--- src/rtl/c_packer.sv ---
// Packs a stream of 16-bit (RVC) and 32-bit instructions halfword-tight into
// aligned 32-bit memory words, with a single-stage output register.
module c_packer #(
    parameter logic [31:0] BASE_ADDR = 32'h0000_0000,
    parameter logic [15:0] NOP16     = 16'h0001
) (
    input  logic        clk,
    input  logic        reset,
    input  logic        in_valid,
    output logic        in_ready,
    input  logic [31:0] in_inst,
    output logic [31:0] inst_addr_o,
    input  logic        flush,
    output logic        idle_o,
    output logic        out_valid,
    input  logic        out_ready,
    output logic [31:0] out_word,
    output logic [31:0] out_addr,
    output logic        out_straddle
);

    typedef enum logic {
        S_EMPTY = 1'b0,
        S_HALF  = 1'b1
    } state_t;

    state_t      r_state;
    state_t      w_state_next;
    logic [15:0] r_pend;
    logic [15:0] w_pend_next;
    logic [31:0] r_wr_addr;
    logic        r_out_valid;
    logic [31:0] r_out_word;
    logic [31:0] r_out_addr;
    logic        r_out_straddle;

    logic        w_ready;
    logic        w_accept;
    logic        w_is16;
    logic        w_flush_go;
    logic        w_emit;
    logic [31:0] w_emit_word;
    logic        w_emit_straddle;

    // No lookahead: the output slot is free or being drained this cycle.
    assign w_ready    = ~r_out_valid | out_ready;
    assign w_accept   = in_valid & w_ready;
    assign w_is16     = (in_inst[1:0] != 2'b11);
    assign w_flush_go = flush & ~in_valid & (r_state == S_HALF) & w_ready;

    always_ff @(posedge clk) begin
        if (reset) begin
            r_state <= S_EMPTY;
            r_pend  <= 16'h0;
        end else begin
            r_state <= w_state_next;
            r_pend  <= w_pend_next;
        end
    end

    always_comb begin
        w_state_next    = r_state;
        w_pend_next     = r_pend;
        w_emit          = 1'b0;
        w_emit_word     = 32'h0;
        w_emit_straddle = 1'b0;
        if (w_accept) begin
            if (r_state == S_EMPTY) begin
                if (w_is16) begin
                    w_pend_next  = in_inst[15:0];
                    w_state_next = S_HALF;
                end else begin
                    w_emit      = 1'b1;
                    w_emit_word = in_inst;
                end
            end else begin
                // Pending half fills the lower slot; the new low half completes the word.
                w_emit      = 1'b1;
                w_emit_word = {in_inst[15:0], r_pend};
                if (w_is16) begin
                    w_state_next = S_EMPTY;
                end else begin
                    w_emit_straddle = 1'b1;
                    w_pend_next     = in_inst[31:16];
                end
            end
        end else if (w_flush_go) begin
            w_emit       = 1'b1;
            w_emit_word  = {NOP16, r_pend};
            w_state_next = S_EMPTY;
        end
    end

    always_ff @(posedge clk) begin
        if (reset) begin
            r_wr_addr      <= BASE_ADDR;
            r_out_valid    <= 1'b0;
            r_out_word     <= 32'h0;
            r_out_addr     <= BASE_ADDR;
            r_out_straddle <= 1'b0;
        end else if (w_emit) begin
            r_out_valid    <= 1'b1;
            r_out_word     <= w_emit_word;
            r_out_addr     <= r_wr_addr;
            r_out_straddle <= w_emit_straddle;
            r_wr_addr      <= r_wr_addr + 32'd4;
        end else if (out_ready) begin
            r_out_valid <= 1'b0;
        end
    end

    assign in_ready     = w_ready;
    assign inst_addr_o  = r_wr_addr + ((r_state == S_HALF) ? 32'd2 : 32'd0);
    assign idle_o       = (r_state == S_EMPTY) & ~r_out_valid;
    assign out_valid    = r_out_valid;
    assign out_word     = r_out_word;
    assign out_addr     = r_out_addr;
    assign out_straddle = r_out_straddle;

endmodule

--- config.mk ---
export PLATFORM = sky130hd
export DESIGN_NAME = c_packer
export DESIGN_NICKNAME = d
export VERILOG_FILES = /design/src/rtl/c_packer.sv
export SDC_FILE = /design/constraint.sdc
export NUM_CORES = 1
export LEC_CHECK = 0
export ABC_CLOCK_PERIOD_IN_PS = 2500
export BUFFER_PORTS_ARGS = -buffer_cell sky130_fd_sc_hd__buf_2
export CAP_MARGIN = 40
export CORE_MARGIN = 4
export CORE_UTILIZATION = 49
export CTS_BUF_LIST = sky130_fd_sc_hd__clkbuf_4
export DETAILED_ROUTE_END_ITERATION = 8
export PLACE_DENSITY = 0.78
export SYNTH_ARGS = -nofsm -noshare
export SYNTH_HDL_FRONTEND = slang
export SYNTH_SLANG_ARGS = --single-unit
--- constraint.sdc ---
create_clock -name clk -period 2.5 [get_ports clk]
set_clock_uncertainty 0.1 [all_clocks]
set_input_delay 0.5 -clock clk [delete_from_list [all_inputs] [get_ports clk]]
set_output_delay 0.5 -clock clk [all_outputs]
set_load 0.005 [all_outputs]
# [Word-level counts from Yosys, hierarchy flattened]
# Cells that the tools add are included.
[classes] addsub=2 reduce_logical=4 n_bitwise=9 eq_ne=2 muxes=20
[ops] operator="$mux 32" n=3
[ops] operator="$mux 16" n=3
[ops] operator="$add 32x2->32" n=1
[ops] operator="$add 32x3->32 const B" n=1
[ops] operator="$mux 17" n=1
[ops] operator="$mux 1" n=12
[ops] operator="$reduce_bool 2->1" n=3
[ops] operator="$and 1x1->1" n=5
[ops] operator="$ne 2x2->1 const B" n=2
[ops] operator="$not 1->1" n=3
[ops] operator="$reduce_and 3->1" n=1
[ops] operator="$mux 2" n=1
[ops] operator="$or 1x1->1" n=1
[totals] word_cells=44 reg_bits=115

# [Longest topological paths before layout]
# Gate-level depths: netlist of run 1.
[logic_depth] depth_word=7 mapped_depth=10 depth_no_buf=6

# [Least setup slack after synthesis of run 1]
# OpenSTA, ideal clock, no wires.
[synth_timing] path_kind="input-to-reg" start="in in_inst[0]" end="reg r_wr_addr[28]" stages=10 setup_slack_ps=-65 t_arrival_ps=2344 path_buffers=4 cell_sequence="buf_2 > buf_1 > nand2_1 > ha_1 > nor2b_1 > buf_2 > o2111ai_1 > buf_2 > nor4_1 > mux2_2"
[synth_via] elab_chain_cells=4
[synth_lines] item="start, declared" line="11" rtl="input logic [31:0] in_inst,"
[synth_lines] item="$ne 2x2->1" line="48" rtl="assign w_is16 = (in_inst[1:0] != 2'b11);"
[synth_lines] item="$mux 1" line="69" rtl="if (w_is16) begin"
[synth_lines] item="$mux 1" line="68" rtl="if (r_state == S_EMPTY) begin"
[synth_lines] item="$mux 1" line="67" rtl="if (w_accept) begin"
[synth_lines] item="end signal, assigned" line="106" rtl="r_wr_addr <= r_wr_addr + 32'd4;"
[synth_lines] item="end, declared" line="31" rtl="logic [31:0] r_wr_addr;"
# Every way passes these cells.
# A chain may end at the register's enable or synchronous reset.

# [Worst setup path in the final report of run 1]
[layout_timing] start="reg r_wr_addr[6]" end="reg r_wr_addr[28]"
[layout_via] elab_chain_cells=1
[layout_lines] item="$add 32x3->32" line="106"
# Every way passes these cells.

==> impl_metrics.ini, run 1 <==
[placement]
dp_hpwl_um = 9120
io_buffers = 133
place_congestion = 0.773

[final_layout]
fin_nets = 762
drive_gt1_share_pct = 25.6
syn2layout_area_growth_pct = 17.8
multiInputGateArea_sq_um = 2570
n_antenna_cell = 0
regArea_sq_um = 2220
final_cell_mix = buf_2, dfxtp_1, nand2_1
final_common_cell = buf_2
fillerInstances = 920
utilization_pct = 60.2

[timing]
layout_min_cycle_time_ns = 2.29
slew_violations = 0
slew_headroom_pct = 53.5
setup_violations = 0
rsz0062_at_grt = false
hold_viol = 0
fmax_ghz = 0.436
tightestPinTransition_ns = 0.698
fin_setup_tns_ns = 0
period_share_pct = 91.7

[flow_run]
drv_cap = 0

[synthesis]
yosysUniqueCellTypes = 44
yosys.area.top_type = dfxtp_1
synth-main-ff-cell = dfxtp_1
ys_warn_count = 0
netlist_area_sq_um = 5060
postSynthAreaPerCell_sq_um = 8.21
synth_edf_count = 0
synthTopCellsByArea = dfxtp_1, nand2_1, a21oi_1, a22oi_1, nor2_1
synth.top_cell.area_share_pct = 43.9
yosys_register_bits = 111
synthCells = 617
synth-seq-area-share_pct = 43.9
async_flop_share_pct = 0

[outcome]
status = finished, final reports clean

[route]
drt-total-wl_um = 13100
ant_nets = 0
drtIter0Drc = 267
drt-pass1-iter-count = 5
vias = 4828
wire_per_inst_um = 15.2
route.detailed.drc = 0
viasPerCell = 5.61

[critical_path]
critPathMaxStageDelay_ns = 0.53
path_max_fanout = 20
start_kind = flop
crit_family = simple AND/OR/NAND/NOR gates
cp_data_required_time_ns = 2.78
worstSetupEndpointType = flop
cpMaxStageDelayCell = nor4_1
path_buf_inv = 0
crit_arrival_ns = 2.57
critPathKind = reg -> reg
path_cells = and4_1, nand2_1, nor4_1, mux2_2

[cts]
postCtsHoldBufs = 0
cts_resized = 0
cts_max_level = 3
root_buffer = clkbuf_4
tritoncts = built
cts_sinks = 111
cts.reportedPaths.clkPinSlew_ns = 0.17
insertion_delay_ns = 0.47
clk_path_buf_depth = 2
cts_buffers = 9
post_cts.repair.setup_buffers = 0

[die]
std_cell_rows = 36
die_w_um = 110
die_area_sq_um = 12000
ioPinCount = 137
core_sq_um = 9910
initial_core_util_pct = 51.1
die-height_um = 110

[global_route]
first_global_vias = 4517
antenna_found_initial = 0
gr-total-overflow = 0
grt_use_total_pct = 21.8
grt_max_degree = 64
grt_pass1_wl_um = 21100

[power]
leakage_nw = 2.43
power_density_nw_per_um2 = 521
ir_drop_mv = 0.329

[worst_hold_path]
hp-class = in -> reg
## power breakdown
part / total [mW] / internal (mW) / switching (mW)
Combinational: 0.427 / 0.166 / 0.261
Sequential: 1.86 / 1.82 / 0.0348
Clock: 0.824 / 0.218 / 0.606
Total: 3.11 / 2.21 / 0.902
## cell families (layout without fill, tap and decap cells)
group                      Yosys count  after routing  share of synthesized area [%]
xor gates and xnor gates             2              2                          0.346
muxes                               31             31                           6.50
and+or+nand+nor                    248            248                           22.9
other                                1              3                         0.0741
DFF                                111            111                           43.9
adders and majority gates            3              3                          0.741
buffers and inverters               65            173                           5.78
AOI/OAI and AO/OA                  156            156                           19.7
## stage by stage
stage	hold WS, ns	cell area (sq um)	instances	setup WS, ns	total power [mW]
5_1_grt	0.237	5960	860	0.0834	3.26
3_5_place_dp	0.341	5840	844	0.146	2.32
2_1_floorplan	0.348	5070	619	0.0602	2.17
4_1_cts	0.205	5960	860	0.170	3.14
6_report	0.246	5960	860	0.208	3.11
3_3_place_gp	0.335	5840	844	0.174	2.30
## per-layer routing
| metal | share of wire [%] | GRT usage, % | vias up | routed length (um) |
|---|---|---|---|---|
| met5 | 0 | 0 | - | 0 |
| met4 | 1.7 | 7.84 | 0 | 224 |
| met3 | 7.1 | 3.88 | 19 | 928 |
| met2 | 49 | 38.3 | 176 | 6390 |
| met1 | 42 | 26.6 | 2252 | 5540 |
| li1 | - | - | 2381 | - |
## worst register-to-register path, cell delays in order, from the launching register on
cell and delay (ns):
dfxtp_1 0.49, and4_1 0.32, nand2_1 0.37, nor4_1 0.54, mux2_2 0.38
## cells in the mapped netlist (all sizes together) (3+ instances only)
cell,number
nor2b,15
a22o,14
and4,4
and2,3
nor2,52
dfxtp,111
nor3,9
or4,5
and3,3
o31ai,5
a211oi,16
nor4,7
nand4,8
or3,6
nand3,22
inv,9
a21oi,62
clkbuf,27
a22oi,28
mux2,15
nand2,107
ha,3
mux2i,16
buf,29
o21ai,24
## sequential cells by signal, summed over array words and instances (netlist names)
register / count
out_addr: 30
out_straddle: 1
out_valid: 1
out_word: 32
r_pend: 16
r_state: 1
r_wr_addr: 30
## final timing paths
kind / start / endpoint / slack (ns) / depth (start not counted)
worst max-delay path: r_wr_addr[6]$_SDFFE_PP0P_ / r_wr_addr[28]$_SDFFE_PP0P_ / 0.21 / 4
worst min-delay path: in_valid / out_straddle$_SDFFE_PP0P_ / 0.25 / 3
worst max register to register: r_wr_addr[6]$_SDFFE_PP0P_ / r_wr_addr[28]$_SDFFE_PP0P_ / 0.21 / 4
worst min register to register: out_word[13]$_SDFFE_PP0P_ / out_word[13]$_SDFFE_PP0P_ / 0.36 / 2
## final cells by class
| class | count | share of cell area [%] |
|---|---|---|
| inverters | 9 | 0.567 |
| clock inverters | 7 | 0.944 |
| multi-input cells | 443 | 43.1 |
| repair buffers | 148 | 14.1 |
| well taps | 133 | 2.79 |
| clock buffers | 9 | 1.13 |
| flip-flops and latches | 111 | 37.3 |
No activity file was read; power rests on OpenSTA's default activity.
==> run 2: changes to the inputs <==
ABC_AREA = 1   (was not set)
REMOVE_ABC_BUFFERS = 1   (was not set)
==> run 2 against run 1 <==
Final cell count up 19%. Core utilization down 1.4 points. Setup slack better by 0.37 ns. Combinational power up 26%. Critical path type unchanged.
==> impl_metrics.ini, run 2 <==
[synthesis]
synth_common_cells = nand2_1, dfxtp_1, inv_1, o21ai_0, nor2_1
yosys_register_bits = 111
async_flop_share_pct = 0
synth_edf_count = 0
postSynthAreaPerCell_sq_um = 6.74
synthCells = 768
netlist_area_sq_um = 5180
yosys.area.top_type = dfxtp_1
ys_warn_count = 0
post-synth-top-count-cell = nand2_1
yosysUniqueCellTypes = 28
synth-seq-area-share_pct = 42.9
synthTopCellsByArea = dfxtp_1, nand2_1, o21ai_0, inv_1, a21oi_1
synth-main-ff-cell = dfxtp_1
synth.top_cell.area_share_pct = 42.9

[global_route]
grt_pass1_wl_um = 22700
first_global_vias = 4794
antenna_found_initial = 0
grt_max_degree = 65
grt_use_total_pct = 21.6
gr-total-overflow = 0

[timing]
rsz0062_at_grt = false
layout_min_cycle_time_ns = 1.92
tightestPinTransition_ns = 0.551
period_share_pct = 76.7
fin_setup_tns_ns = 0
slew_violations = 0
hold_viol = 0
fmax_ghz = 0.521
setup_violations = 0
fin_ws_ns = 0.582
slew_headroom_pct = 63.3
whs_ns = 0.255

[final_layout]
drive_gt1_share_pct = 19.4
final_common_cell = nand2_1
n_antenna_cell = 0
syn2layout_area_growth_pct = 17.3
final_cell_mix = nand2_1, buf_2, dfxtp_1
fin_nets = 923
utilization_pct = 58.8
largest_register_ffs = 32
fillerInstances = 1054

[cts]
cts_sinks = 111
cts_buffers = 9
post_cts.repair.setup_buffers = 0
cts_max_level = 3
clk_path_buf_depth = 2
root_buffer = clkbuf_4
postCtsHoldBufs = 0
cts_resized = 0
tritoncts = built
cts.reportedPaths.clkPinSlew_ns = 0.17
insertion_delay_ns = 0.45

[critical_path]
r2r_start = r_state$_SDFFE_PP0P_
critPathKind = reg -> reg
start_kind = flop
crit_arrival_ns = 2.22
cp_data_required_time_ns = 2.80
startpoint = r_state$_SDFFE_PP0P_
r2r_slack_ns = 0.58
path_max_fanout = 25
r2r_cells = 11
crit_end = r_wr_addr[24]$_SDFFE_PP0P_
rr_endpoint = r_wr_addr[24]$_SDFFE_PP0P_
worstSetupEndpointType = flop

[route]
viasPerCell = 5.11
wire_per_inst_um = 12.8
route.detailed.drc = 0
drtIter0Drc = 255
drt-total-wl_um = 13100
vias = 5228
drt-pass1-iter-count = 5
ant_nets = 0

[outcome]
status = finished, final reports clean

[power]
ir_drop_mv = 0.307
power_density_nw_per_um2 = 535
leakage_nw = 2.92

[die]
die_w_um = 111
ioPinCount = 137
std_cell_rows = 37
initial_core_util_pct = 50.2
die_area_sq_um = 12300
die-height_um = 111
core_sq_um = 10300

[worst_hold_path]
hp-class = in -> reg

[placement]
place_congestion = 0.874
dp_hpwl_um = 9280
pre_cts_slack_ns = 0.301
io_buffers = 133

[flow_run]
drv_cap = 0
[run 2: changes by cell type after synthesis, sizes merged, moves of 16 or more]
cell / delta
nor2: +34
o21ai: +65
inv: +88
nand2: +75
a22oi: -28
mux2i: -16
[run 2: cell families (layout without fill, tap and decap cells)]
family	Yosys count	after routing	share of synthesized area, %
AO/OA/AOI/OAI	186	186	19.2
other	1	3	0.0724
flip-flops	111	111	42.9
buffers and inverters	143	261	11.2
AND/OR/NAND/NOR	324	324	25.9
adder cells (fa/ha/maj)	3	3	0.725
[run 2: cell type report]
cell class | count | area (sq um) | area share (%)
clock inverter | 7 | 48.8 | 0.804
clock buffer | 9 | 67.6 | 1.11
multi-input combinational | 516 | 2380 | 39.3
sequential | 111 | 2220 | 36.6
inverter | 97 | 364 | 6.00
timing repair buffer | 148 | 816 | 13.4
tap | 136 | 170 | 2.80
[run 2: critical path, stage by stage, from the launching register on]
cell     delay, ns
dfxtp_1       0.37
buf_4         0.27
nand2_1       0.11
inv_2         0.08
nand3_4       0.07
nand2_4       0.19
buf_4         0.21
buf_4         0.19
nand4_1       0.10
nand2_1       0.07
nand2_1       0.04
nor2_1        0.07
[run 2: worst min-delay path by stage]
stage                              startpoint                        end  slack [ns]  cells past startpoint
finish                             in_inst[0]  out_word[16]$_SDFFE_PP0P_        0.25                      3
global route                       in_inst[0]  out_word[16]$_SDFFE_PP0P_        0.20                      3
CTS                                in_inst[0]  out_word[16]$_SDFFE_PP0P_        0.21                      3
detailed placement  out_word[20]$_SDFFE_PP0P_  out_word[20]$_SDFFE_PP0P_        0.35                      2
global placement    out_word[27]$_SDFFE_PP0P_  out_word[27]$_SDFFE_PP0P_        0.35                      2
floorplan              r_pend[0]$_SDFFE_PP0P_     r_pend[0]$_SDFFE_PP0P_        0.35                      2
[run 2: report_power, final]
group / total (mW) / internal [mW] / switching [mW]
Combinational: 0.540 / 0.204 / 0.336
Sequential: 1.91 / 1.87 / 0.0426
Clock: 0.798 / 0.208 / 0.589
[run 2: per-stage QoR]
| step | cells | cell area (sq um) | total power, mW |
|---|---|---|---|
| after global routing | 1024 | 6070 | 3.45 |
| after floorplan | 724 | 4970 | 2.25 |
| after global placement | 1008 | 5960 | 2.48 |
| after CTS | 1024 | 6070 | 3.29 |
| final | 1024 | 6070 | 3.25 |
| after detailed placement | 1008 | 5960 | 2.49 |
[run 2: per-layer routing]
| metal | share of wire, % | global-route usage (%) | vias to the layer above |
|---|---|---|---|
| li1 | - | - | 2709 |
| met2 | 46 | 35.1 | 176 |
| met1 | 45 | 28.7 | 2333 |
| met5 | 0 | 0 | - |
| met4 | 0.82 | 4.52 | 0 |
| met3 | 7.9 | 6.06 | 10 |
